## src/rtl/coverage_stall_monitor.sv

```systemverilog
// coverage_stall_monitor: watches NumCh coverage-sum buses for lack of progress and runs a
// round watchdog; raises a latched interrupt with cause code and per-channel stall flags.
// Optional build macro COV_MON_AUTO_ACK_EN: FIRED self-exits after IrqPulse cycles.
module coverage_stall_monitor #(
  parameter int unsigned NumCh      = 4,
  parameter int unsigned CovW       = 30,
  parameter int unsigned CntW       = 32,
  parameter int unsigned BaseWait   = 1000,
  parameter int unsigned ScaleShift = 19,
  parameter int unsigned WdogLimit  = 50000,
  parameter int unsigned IrqPulse   = 4
) (
  input  logic                  clock_i,
  input  logic                  reset_ni,
  input  logic [NumCh*CovW-1:0] cov_i,
  input  logic [NumCh-1:0]      ch_en_i,
  input  logic [63:0]           tohost_i,
  input  logic                  round_clear_i,
  input  logic                  irq_ack_i,
  output logic                  interrupt_o,
  output logic [1:0]            irq_cause_o,
  output logic [NumCh-1:0]      stall_ch_o,
  output logic [15:0]           fire_count_o
);

  // Wide enough that BaseWait * (shifted cov + 1) can never wrap before saturation.
  localparam int unsigned ProdW = CovW + CntW + 33;
  localparam logic [CntW-1:0] CntMax = '1;

  typedef enum logic [0:0] {StRun, StFired} state_e;

  state_e             state_q, state_d;
  logic [CovW-1:0]    prev_q [NumCh];
  logic [CovW-1:0]    prev_d [NumCh];
  logic [CntW-1:0]    cnt_q  [NumCh];
  logic [CntW-1:0]    cnt_d  [NumCh];
  logic [CntW-1:0]    wdog_q, wdog_d;
  logic               interrupt_q, interrupt_d;
  logic [1:0]         cause_q, cause_d;
  logic [NumCh-1:0]   stall_ch_q, stall_ch_d;
  logic [15:0]        fire_cnt_q, fire_cnt_d;

  logic [CovW-1:0]    cov_ch [NumCh];
  logic [ProdW-1:0]   prod   [NumCh];
  logic [CntW-1:0]    thr    [NumCh];
  logic [NumCh-1:0]   hit;
  logic               stall_cond, wdog_cond, clear, fire, leave, auto_done;

  logic unused_cfg;
  assign unused_cfg = ^{tohost_i[63:1], IrqPulse};

  // Per-channel saturating threshold and threshold-reached flags.
  always_comb begin
    hit = '0;
    for (int i = 0; i < NumCh; i++) begin
      cov_ch[i] = cov_i[i*CovW +: CovW];
      prod[i]   = ProdW'(BaseWait) * (ProdW'(cov_ch[i] >> ScaleShift) + ProdW'(1));
      thr[i]    = (prod[i] > ProdW'(CntMax)) ? CntMax : prod[i][CntW-1:0];
      hit[i]    = ch_en_i[i] && (cnt_q[i] >= thr[i]);
    end
  end

  assign stall_cond = (ch_en_i != '0) && (&(hit | ~ch_en_i));
  assign wdog_cond  = (wdog_q >= CntW'(WdogLimit));
  assign clear      = tohost_i[0] | round_clear_i;

`ifdef COV_MON_AUTO_ACK_EN
  logic [CntW-1:0] pulse_q, pulse_d;

  assign auto_done = (state_q == StFired) && (pulse_q == CntW'(IrqPulse - 1));

  // Pulse length counter, restarted on every fire.
  always_comb begin
    pulse_d = pulse_q;
    if (fire) begin
      pulse_d = '0;
    end else if (state_q == StFired) begin
      pulse_d = pulse_q + CntW'(1);
    end
  end

  // Pulse counter register.
  always_ff @(posedge clock_i or negedge reset_ni) begin
    if (!reset_ni) begin
      pulse_q <= '0;
    end else begin
      pulse_q <= pulse_d;
    end
  end
`else
  assign auto_done = 1'b0;
`endif

  // FSM next state; a clear event blocks a fire in the same cycle.
  always_comb begin
    state_d = state_q;
    fire    = 1'b0;
    leave   = 1'b0;
    unique case (state_q)
      StRun: begin
        if (!clear && (stall_cond || wdog_cond)) begin
          state_d = StFired;
          fire    = 1'b1;
        end
      end
      StFired: begin
        if (irq_ack_i || clear || auto_done) begin
          state_d = StRun;
          leave   = 1'b1;
        end
      end
      default: state_d = StRun;
    endcase
  end

  // Counter, prev_cov and latched-output next state.
  always_comb begin
    prev_d      = prev_q;
    cnt_d       = cnt_q;
    wdog_d      = wdog_q;
    interrupt_d = interrupt_q;
    cause_d     = cause_q;
    stall_ch_d  = stall_ch_q;
    fire_cnt_d  = fire_cnt_q;
    if (state_q == StRun) begin
      for (int i = 0; i < NumCh; i++) begin
        if (cov_ch[i] != prev_q[i]) begin
          prev_d[i] = cov_ch[i];
          cnt_d[i]  = '0;
        end else if (cnt_q[i] != CntMax) begin
          cnt_d[i] = cnt_q[i] + CntW'(1);
        end
        if (clear) cnt_d[i] = '0;
      end
      if (wdog_q != CntMax) wdog_d = wdog_q + CntW'(1);
      if (clear) wdog_d = '0;
      if (fire) begin
        interrupt_d = 1'b1;
        cause_d     = {wdog_cond, stall_cond};
        stall_ch_d  = hit;
        if (fire_cnt_q != 16'hFFFF) fire_cnt_d = fire_cnt_q + 16'd1;
      end
    end else if (leave) begin
      // irq_cause and stall_ch deliberately keep their last values.
      interrupt_d = 1'b0;
      wdog_d      = '0;
      for (int i = 0; i < NumCh; i++) cnt_d[i] = '0;
    end
  end

  // State registers.
  always_ff @(posedge clock_i or negedge reset_ni) begin
    if (!reset_ni) begin
      state_q     <= StRun;
      for (int i = 0; i < NumCh; i++) begin
        prev_q[i] <= '0;
        cnt_q[i]  <= '0;
      end
      wdog_q      <= '0;
      interrupt_q <= 1'b0;
      cause_q     <= '0;
      stall_ch_q  <= '0;
      fire_cnt_q  <= '0;
    end else begin
      state_q     <= state_d;
      prev_q      <= prev_d;
      cnt_q       <= cnt_d;
      wdog_q      <= wdog_d;
      interrupt_q <= interrupt_d;
      cause_q     <= cause_d;
      stall_ch_q  <= stall_ch_d;
      fire_cnt_q  <= fire_cnt_d;
    end
  end

  assign interrupt_o  = interrupt_q;
  assign irq_cause_o  = cause_q;
  assign stall_ch_o   = stall_ch_q;
  assign fire_count_o = fire_cnt_q;

endmodule

```

## config.mk

```make
export PLATFORM = sky130hd
export DESIGN_NAME = coverage_stall_monitor
export DESIGN_NICKNAME = d
export VERILOG_FILES = /design/src/rtl/coverage_stall_monitor.sv
export SDC_FILE = /design/constraint.sdc
export NUM_CORES = 1
export LEC_CHECK = 0
export ABC_AREA = 1
export ABC_CLOCK_PERIOD_IN_PS = 4200
export CORE_ASPECT_RATIO = 1.25
export CORE_MARGIN = 1.5
export CORE_UTILIZATION = 60
export DETAILED_ROUTE_END_ITERATION = 10
export PLACE_DENSITY = 0.81
export SETUP_SLACK_MARGIN = 0.02
export SYNTH_ARGS = -nofsm -noshare
export SYNTH_HDL_FRONTEND = slang
export SYNTH_SLANG_ARGS = --single-unit
```

## constraint.sdc

```tcl
create_clock -name clock_i -period 4.2 [get_ports clock_i]
set_input_delay 0.42 -clock clock_i [delete_from_list [all_inputs] [get_ports clock_i]]
set_output_delay 0.42 -clock clock_i [all_outputs]
set_load 0.005 [all_outputs]
```

==> impl_results.md <==
* Hold slack at around 190 ps
* Fin. Hold Viols at 0
* Top Ports at approximately 220
* Placed Cells at 5001
* Initial Utilization at about three fifths
* Clock tree from TritonCTS: yes
* Violated checks: setup timing
* Crit path DAT at 6450 ps
* CP bufs+invs at 8
* Clk pin slew, worst setup/hold paths at about 60 ps
* P per Cell Area at 484 nW/um2
* Avg Inst Size Synth at 7.44 um2
* CTS root buf: clkbuf_16
* Number of diodes at 0
* RSZ-0062 raised after global routing: true
* DRT antenna net count at 0
* Worst Skew at between 20 and 25 ps
* Async SR Flop Fraction at 100%
* Total Power at between 0.015 and 0.02 W
* Initial antenna violation count at 0
* Final setup vio count at 24
* Worst-Skew Late Latency at between 500 and 600 ps
* Crit path max fanout at 8
* FILL cells at around 3400
* Top_reg_cell synth: dfrtp_1
* Synthesis-to-layout area growth at 26.5%
* Vias per cell at 5.48
* Synth Area in Compound Gates at roughly 6.3%
* Final Max Slew Viols at 0
* Critical Path End Type: flip-flop
* WP depth at 36
* Vias in the first global route at approximately 29000
* Max IR drop VDD at a little under 0.6 mV
* Pin count of the biggest net entering global routing at just over 90
* Status: finished, violations left
* Main combinational cell family by area after synthesis: simple AND/OR/NAND/NOR gates
* Post-synthesis xor/xnor area fraction at between 9 and 10%
* Drt wl/cell at 16.1 um
* Overall routed net length at just over 80000 um
* First-pass GRT wire length at 136000 um
* # H-tree levels at 2
* Crit path required time at 4640 ps
* HP Class: input pin to flip-flop
* Worst slew pin tran at 845 ps
* GR Overflow Total at 0
* Clock tree buffer depth at 3
* HPWL Detailed at ~58000 um
* Fmax achieved at between 150 and 200 MHz
* Met2 Routed Length at approximately 43000 um
* Ys Warns at 0
* Syn_nets at 4502
* Share of layout cells above drive strength 1 at 18.2%
* Worst hold stages at 2
* Die area at 50000 um2
* Setup TNS Final at -42720 ps
* CP max stage delay at approximately 570 ps
* Synthesized area at a little under 30000 um2
* DR top layer: met4
* #FFs+latches synth at 304
* Crit-path slowest cell: fa_1
* Rel. slew slack at 43.5%
* Pre-CTS WS at -2930 ps
* Reg2reg start: cnt_q[64]
* IO buf count at 151
* Crit share post-route at 143%
* Total iterations of the first detailed-routing run at 8
* Core Region at a little under 50000 um2
* Gpl congestion at 1.01
* R2r worst-path depth at 11
* Post-Synth Adder-Cell Area at 19.7%
* Post-synthesis mux area share at 1.50%
* Total GRT Usage at 32.8%
* Die height at 250 um
* Setup crit start: cov_i[52]
* Synth Instances at between 3000 and 4000
* Seq/Total Area, Yosys at between 20% and 30%
* Startpoint types: input pin
* Initial DRC count at 1717
* Max-cap violations at 0
* Cell variety after synth at 56
* Leakage Power at ~18 nW
* Number of nets in the layout at between 5000 and 6000
* Post-route DRC at 0
* Post-synth EDFFs at 0
* Storage cell area at approximately 7600 um2
* Rows at 90
* Die W at 200 um
* Via Count at 28000
* Worst path top cell family by delay: adder cells
* CP Class: input pin to flip-flop
* Final Worst Setup Slack at -1810 ps
* M1 wire length at roughly 31000 um
* Clock sinks at 304
* Worst min-delay path startpoint: cov_i[80]
* Clock period minus final worst setup slack at roughly 6000 ps
* Met3 wire length at about 3400 um
* Post-Synth Simple-Gate Area at 27.3%
* Post-route insts no fill at 5109
* CTS buffer count at 37
* Multi-input logic area at about 20000 um2
## state kept, by name, indices dropped and copies added, names as in the netlist
signal	flops
cnt_q	128
prev_q	120
wdog_q	32
fire_count_o	16
stall_ch_o	4
irq_cause_o	2
interrupt_o	1
state_q	1
## path summary, 6_finish.rpt
path	endpoint	slack [ps]
max in group asynchronous	cnt_q[35]	2780
max	fire_count_o[4]	-1810
min in group asynchronous	prev_q[28]	390
min	prev_q[50]	190
max reg2reg	cnt_q[81]	1350
min reg2reg	irq_cause_o[1]	470
## Yosys cell counts, drive strengths merged, types with 7 or more instances
library cell	instances	area, um2
a21boi	11	82.6
a21oi	104	521
a31oi	8	50.1
buf	68	367
clkbuf	31	118
dfrtp	304	7610
fa	128	2560
ha	255	3190
inv	598	2240
mux2	39	439
nand2	903	3400
nand3	265	1340
nand3b	25	188
nand4	86	544
nor2	353	1340
nor3	133	703
nor3b	7	57.6
nor4	29	188
o21ai	186	931
or2	29	181
xnor2	114	998
xor2	213	1870
## kinds of logic (layout without fill, tap and decap cells)
kind of cell / count (synthesis) / after routing
XOR/XNOR: 327 / 327
AO/OA/AOI/OAI: 341 / 341
buffers and inverters: 697 / 1234
AND/OR/NAND/NOR: 1836 / 1837
multiplexers: 39 / 39
adder cells (fa/ha/maj): 383 / 383
flip-flops: 304 / 304
## layout make-up
class,instances,share of cell area [%]
inverters,598,6.12
flip-flops and latches,304,20.6
clock buffers,48,2.79
well taps,644,2.18
repair buffers,570,12.8
multi-input cells,2927,54.8
clock inverters,18,0.721
## routing by layer
metal / up-vias / track usage, %
met1: 13300 / 36.6
li1: 13600 / -
met4: 0 / 15.5
met5: - / 0
met3: 307 / 4.07
met2: 792 / 61.8
## metrics by stage
step	util [%]	area, um2
after global placement	71.0	34200
after CTS	76.0	36600
final	76.7	37000
after global routing	76.7	37000
after detailed placement	71.0	34200
after floorplan	-	29500
## cells in the final DEF (no fill, tap or decap), drive strengths merged, types with 128 or more instances in the layout
cell type,instances
o21ai,186
buf,431
dfrtp,304
nand3,265
nor2,353
inv,599
ha,255
nand2,904
nor3,133
xor2,213
fa,128
## timing repair
action	in CTS	in global routing
hold buffers	1	0
pin swaps	158	54
resized for setup	283	67
hold endpoints to repair	64	0
buffers inserted	32	12
setup endpoints to repair	24	24
cloned	1	1
## power by group
group          switching, W  total [W]  internal [W]  leakage [nW]
Clock               0.00135    0.00346       0.00211         0.626
Combinational       0.00573     0.0114       0.00563          13.2
Sequential        0.0000649    0.00308       0.00301          3.96
(Power assumes the default switching activity.)
